$ cat src/rtl/reg_fifo_pkg.sv
// rtl/reg_fifo_pkg.sv - shared helpers for the register-based FIFO
package reg_fifo_pkg;

  function automatic bit is_pow2(input int unsigned n);
    return (n != 0) && ((n & (n - 1)) == 0);
  endfunction

endpackage

$ cat src/rtl/reg_fifo_ptr.sv
// rtl/reg_fifo_ptr.sv - wrapping FIFO pointer; wraps by natural overflow
import reg_fifo_pkg::*;

module reg_fifo_ptr #(
  parameter int PW = 2
) (
  input  logic          clock,
  input  logic          reset,
  input  logic          clear,
  input  logic          en,
  output logic [PW-1:0] ptr
);

  logic [PW-1:0] ptr_q;
  logic [PW-1:0] ptr_d;

  always_comb begin
    ptr_d = ptr_q;
    if (clear) begin
      ptr_d = '0;
    end else if (en) begin
      ptr_d = ptr_q + PW'(1);
    end
  end

  always_ff @(posedge clock or posedge reset) begin
    if (reset) begin
      ptr_q <= '0;
    end else begin
      ptr_q <= ptr_d;
    end
  end

  assign ptr = ptr_q;

endmodule

$ cat src/rtl/reg_fifo_reg.sv
// rtl/reg_fifo_reg.sv - library register: async reset, sync clear, load enable
module reg_fifo_reg #(
  parameter int               WIDTH     = 8,
  parameter logic [WIDTH-1:0] RESET_VAL = '0
) (
  input  logic             clock,
  input  logic             reset,
  input  logic             en,
  input  logic             clear,
  input  logic [WIDTH-1:0] d,
  output logic [WIDTH-1:0] q
);

  logic [WIDTH-1:0] data_q;

  always_ff @(posedge clock or posedge reset) begin
    if (reset) begin
      data_q <= RESET_VAL;
    end else if (clear) begin
      data_q <= RESET_VAL;
    end else if (en) begin
      data_q <= d;
    end
  end

  assign q = data_q;

endmodule

$ cat src/rtl/reg_fifo.sv
// rtl/reg_fifo.sv - synchronous FIFO from per-entry registers, write decode and read mux
import reg_fifo_pkg::*;

module reg_fifo #(
  parameter int WIDTH = 8,
  parameter int DEPTH = 4
) (
  input  logic                       clock,
  input  logic                       reset,
  input  logic                       clear,
  input  logic                       in_valid,
  output logic                       in_ready,
  input  logic [WIDTH-1:0]           in_data,
  output logic                       out_valid,
  input  logic                       out_ready,
  output logic [WIDTH-1:0]           out_data,
  output logic [$clog2(DEPTH+1)-1:0] count,
  output logic                       full,
  output logic                       empty
);

  localparam int PW = $clog2(DEPTH);
  localparam int CW = $clog2(DEPTH + 1);

  if (!is_pow2(DEPTH) || DEPTH < 2 || WIDTH < 1) begin : g_bad_params
    $error("reg_fifo: DEPTH must be a power of two >= 2 and WIDTH >= 1");
  end

  logic [PW-1:0]    wr_ptr;
  logic [PW-1:0]    rd_ptr;
  logic [CW-1:0]    count_q;
  logic [CW-1:0]    count_d;
  logic             push;
  logic             pop;
  logic             wr_en;
  logic [WIDTH-1:0] mem [DEPTH];
  logic [WIDTH-1:0] rd_word;

  // Handshake readiness depends on occupancy only, so no valid->ready paths exist.
  assign full      = (count_q == CW'(DEPTH));
  assign empty     = (count_q == '0);
  assign in_ready  = !full;
  assign out_valid = !empty;
  assign push      = in_valid & in_ready;
  assign pop       = out_valid & out_ready;
  assign wr_en     = push & !clear;
  assign count     = count_q;

  reg_fifo_ptr #(.PW(PW)) u_wr_ptr (
    .clock (clock),
    .reset (reset),
    .clear (clear),
    .en    (push),
    .ptr   (wr_ptr)
  );

  reg_fifo_ptr #(.PW(PW)) u_rd_ptr (
    .clock (clock),
    .reset (reset),
    .clear (clear),
    .en    (pop),
    .ptr   (rd_ptr)
  );

  for (genvar i = 0; i < DEPTH; i++) begin : g_entry
    reg_fifo_reg #(.WIDTH(WIDTH), .RESET_VAL('0)) u_entry (
      .clock (clock),
      .reset (reset),
      .en    (wr_en && (wr_ptr == PW'(i))),
      .clear (1'b0),
      .d     (in_data),
      .q     (mem[i])
    );
  end

  always_comb begin
    rd_word = '0;
    for (int i = 0; i < DEPTH; i++) begin
      if (rd_ptr == PW'(i)) begin
        rd_word = mem[i];
      end
    end
  end

  assign out_data = out_valid ? rd_word : '0;

  always_comb begin
    count_d = count_q + CW'(push) - CW'(pop);
    if (clear) begin
      count_d = '0;
    end
  end

  always_ff @(posedge clock or posedge reset) begin
    if (reset) begin
      count_q <= '0;
    end else begin
      count_q <= count_d;
    end
  end

endmodule

$ cat config.mk
export PLATFORM = sky130hd
export DESIGN_NAME = reg_fifo
export DESIGN_NICKNAME = d
export VERILOG_FILES = /design/src/rtl/reg_fifo_pkg.sv /design/src/rtl/reg_fifo_ptr.sv /design/src/rtl/reg_fifo_reg.sv /design/src/rtl/reg_fifo.sv
export SDC_FILE = /design/constraint.sdc
export NUM_CORES = 1
export LEC_CHECK = 0
export ABC_AREA = 1
export CORE_MARGIN = 1.5
export CORE_UTILIZATION = 44
export DETAILED_ROUTE_END_ITERATION = 6
export GPL_TIMING_DRIVEN = 0
export PLACE_DENSITY = 0.69
export SYNTH_ARGS = -nofsm -noshare
export SYNTH_HDL_FRONTEND = slang
export SYNTH_SLANG_ARGS = --single-unit
$ cat constraint.sdc
create_clock -name clock -period 2.1 [get_ports clock]
set_input_delay 0.42 -clock clock [delete_from_list [all_inputs] [get_ports clock]]
set_output_delay 0.42 -clock clock [all_outputs]
set_load 0.01 [all_outputs]
==> impl.org <==
** Die
- CORE AREA :: around 4400 µm²
- From bottom edge to top edge, the die measures 71.71 µm.
- The floorplan has 24 rows.
- In this run the horizontal extent of the chip is 71.71 µm.
- The die covers 5142 µm².
- The initial utilization of the core area, before any placement, comes to 0.4673.
- 28 I/O pins were placed.

** Timing
- RSZ-0062 raised after global routing :: true
- Derived from the worst setup path, the maximum achievable clock frequency is 485.9 MHz.
- Final period utilization :: 0.9800
- Worst hold margin :: 485.9 ps
- Worst clock skew on the final layout :: 9.751 ps
- The number of max-slew violations in the final report is 0.
- Relative slew slack :: 0.4493
- Final setup violation count :: 0
- The worst path needs 2058 ps of the cycle, external delays included.
- For the pin with the worst max-slew slack, the measured transition is 824.9 ps.
- The number of hold-slack violations in the final timing report was 0.

** Outcome
- The flow ran to the end, and the final reports show no timing, DRC or antenna violations.

** Setup path
- Worst R2R Setup Slack :: 110 ps
- CP startpoint :: u_rd_ptr.ptr[0]
- Classification of the worst setup path :: reg -> out
- Arr. time, crit path :: 1640 ps
- Highest cell delay on the worst timing path :: around 430 ps
- Ordered list of cells on the worst path :: ha_1 > inv_2 > buf_4 > o211ai_1 > a21oi_1 > buf_2
- The worst setup path is captured at an output pin.
- Crit-path leading delay family :: flip-flops
- The worst register-to-register path begins at count[0].
- Startpoint type of the worst setup path :: register
- Among all stages on the critical path, the largest delay is contributed by sky130_fd_sc_hd__dfrtp_1.
- Of all nets on the critical path, the largest fanout is 5.
- Counting both buffers and inverters, the worst setup path holds a total of 3.
- At the worst endpoint, the required time is 1680 ps.

** Logic synthesis
- Library cell occupying the most area in the post-synthesis netlist :: sky130_fd_sc_hd__dfrtp_1
- Number of warning messages in the yosys log :: 0
- Of the total synthesized cell area, the portion taken by full adders, half adders and majority gates is 0.06988.
- Fraction of the mapped netlist area in simple logic gates :: 0.2976
- Share of flip-flops with an asynchronous set or reset after synthesis :: 1.000
- Avg Synthesized Cell Area :: about 8 µm²
- Commonest cells in the synthesized netlist :: sky130_fd_sc_hd__nand2_1, sky130_fd_sc_hd__dfrtp_1, sky130_fd_sc_hd__nand4_1
- Synthesized-area fraction occupied by ao, oa, aoi and oai cells :: 0.09337
- Seq cells post-synth :: 39
- In this run, synthesis inferred 0 flip-flops with an integrated enable.
- After synthesis, the largest family of logic cells by area is simple AND/OR/NAND/NOR gates.
- The number of nets handed over by synthesis was 283.
- Number of distinct library cells after synthesis :: 17
- Measured against the total synthesized area, the mux share comes to 0.
- Area share of the leading cell type in the synthesized netlist :: 0.4699
- In this run the cell area of the synthesized design comes to 2077 µm².
- Main flop type after synthesis :: sky130_fd_sc_hd__dfrtp_1
- Most frequently used cell type in the post-synthesis netlist :: sky130_fd_sc_hd__nand2_1
- After technology mapping, the gate count stands at 259.
- Share of the yosys chip area belonging to registers :: 0.4699
- Most area-consuming cells after synthesis :: sky130_fd_sc_hd__dfrtp_1, sky130_fd_sc_hd__nand2_1, sky130_fd_sc_hd__nand4_1
- Of the total synthesized cell area, the portion taken by XOR and XNOR cells is 0.004217.

** Routing
- Detailed-route via count :: 1985
- First drt pass iteration count :: 6
- Via density per instance :: ~5.7
- For this run, design rule violations remaining after detail routing come to 0.
- Dividing the detail-routed wire length by the instance count gives 15.95 µm.
- The detailed router finished its first iteration with 175 violations.
- Routed wire length :: 5599 µm
- Antenna Nets Post-Route :: 0

** Clock tree
- Clock slew at the register clock pins of the worst setup and hold paths :: 80 ps
- Number of H-tree branching levels :: 2
- Total CTS buffers :: 5
- Number of clock sinks :: 39
- No sink is reached through more buffers than the 2 on the longest clock path.
- The tree is rooted in a sky130_fd_sc_hd__clkbuf_8.
- CTS tree :: yes
- For the worst-skew pair, the clock arrives at the later sink with an insertion delay of 300 ps.

** Global routing
- Total congestion overflow after global routing :: 0
- The number of global-route vias before repair is 1951.
- Global-route wire length before repair :: 9508 µm
- Number of antenna violations at the first check in global routing :: 0
- Entering global routing, the biggest net connects 40 pins.
- GRT Overall Usage :: 0.2421

** Finish
- Number of fill cells :: around 420
- The net count of the finished layout is between 300 and 400.
- Antenna cell count :: 0
- The area growth from synthesis to layout is 26.08%.
- Of the cells placed in the final design, the portion with a size suffix greater than 1 is 0.1873.

** Power and ir drop
- Power spread over the standard cell area amounts to 1404 nW/µm².
- Maximum vdd drop :: 0.6677 mV
- The design draws 3.676 mW.
- The analysis attributes to cell leakage a power of 1.360 nW.

** Place
- Routability-driven placement finished with a final weighted congestion of 0.8465.
- Port-buffer cells :: 27
- After legalization and detailed placement, the total HPWL measured 3823 µm.

** Job
- Maximum capacitance violations :: 0

** Worst hold path
- In this run the most critical hold path is launched from g_entry[1].u_entry.q[7].
- The worst hold path belongs to the class reg -> reg.
-- what timing repair did --
action	4_1_cts	5_1_grt
pin swaps	10	9
gates resized for setup	50	14
endpoints found under the setup margin	14	12
hold buffers	0	0
setup buffers	5	2
cloned	1	0
-- cell families (layout without fill, tap and decap cells) --
logic type | Yosys count | after routing
AOI/OAI and AO/OA | 34 | 34
xor gates and xnor gates | 1 | 1
adders and majority gates | 11 | 11
buffers and inverters | 34 | 74
DFF | 39 | 39
and+or+nand+nor | 140 | 140
-- through the flow --
stage               utilization  cells  worst slack (ps)  TNS [ps]  instance area [µm²]
floorplan                     -    259             26.27         0                 2077
global placement         0.5428    338            -381.4     -7079                 2412
detailed placement       0.5428    338            -415.4     -3614                 2412
CTS                      0.5822    349            -48.96    -48.96                 2587
global route             0.5892    351            -44.82    -284.2                 2619
finish                   0.5892    351             42.03         0                 2619
-- cell usage in the layout (no fill, tap or decap), types with 2 or more instances in the layout --
cell | Yosys | final
sky130_fd_sc_hd__ha_1 | 10 | 7
sky130_fd_sc_hd__inv_1 | 14 | 8
sky130_fd_sc_hd__clkbuf_8 | 0 | 7
sky130_fd_sc_hd__clkdlybuf4s50_1 | 0 | 16
sky130_fd_sc_hd__clkbuf_1 | 8 | 4
sky130_fd_sc_hd__dfrtp_2 | 0 | 2
sky130_fd_sc_hd__nand4_1 | 36 | 36
sky130_fd_sc_hd__dlymetal6s2s_1 | 0 | 2
sky130_fd_sc_hd__inv_2 | 4 | 9
sky130_fd_sc_hd__o21ai_1 | 9 | 9
sky130_fd_sc_hd__o211ai_1 | 8 | 8
sky130_fd_sc_hd__a21oi_1 | 16 | 16
sky130_fd_sc_hd__nand2_1 | 94 | 88
sky130_fd_sc_hd__dfrtp_1 | 39 | 37
sky130_fd_sc_hd__nor2_1 | 8 | 7
sky130_fd_sc_hd__ha_4 | 0 | 2
sky130_fd_sc_hd__buf_4 | 0 | 8
sky130_fd_sc_hd__nand3_1 | 2 | 2
sky130_fd_sc_hd__buf_2 | 6 | 14
sky130_fd_sc_hd__nand2_2 | 0 | 5
-- state kept, by name, summed over array words and instances, names as in the netlist --
register / flops
g_entry.u_entry.q: 32
count: 3
u_rd_ptr.ptr: 2
u_wr_ptr.ptr: 2
-- tightest hold or removal path: cells and delay by family (launching register included) --
kind | cells | cell delay, ps
DFF | 1 | 350
and+or+nand+nor | 2 | 110
-- power by group --
part           total, mW  internal, mW  switching (mW)
clock              0.657         0.385           0.272
combinational       1.76         0.757            1.00
sequential          1.26          1.05           0.207
total               3.68          2.19            1.48
-- layer usage --
metal / vias up / routed length, µm / global-route usage
li1: 947 / - / -
met1: 955 / 2356 / 0.3255
met2: 73 / 2770 / 0.3837
met3: 10 / 374 / 0.05345
met4: 0 / 98 / 0.09224
met5: - / 0 / 0
-- worst paths after layout --
path                                           endpoint  cells past startpoint
worst min-delay path            g_entry[1].u_entry.q[7]                      2
worst min register to register  g_entry[1].u_entry.q[7]                      2
worst max register to register                 count[1]                     10
max in group asynchronous                      count[2]                      2
min in group asynchronous               u_wr_ptr.ptr[1]                      2
worst max-delay path                        out_data[4]                      6
-- area by class of cell --
| class | instances | area (µm²) | share of cell area |
|---|---|---|---|
| plain buffers | 13 | 70.07 | 0.02676 |
| clock inverters | 2 | 35.03 | 0.01338 |
| flip-flops and latches | 39 | 978.4 | 0.3736 |
| inverters | 18 | 70.07 | 0.02676 |
| clock buffers | 6 | 82.58 | 0.03153 |
| well taps | 52 | 65.06 | 0.02484 |
| multi-input cells | 186 | 1023 | 0.3908 |
| repair buffers | 35 | 294.0 | 0.1123 |
No activity file was read; power rests on OpenSTA's default activity.
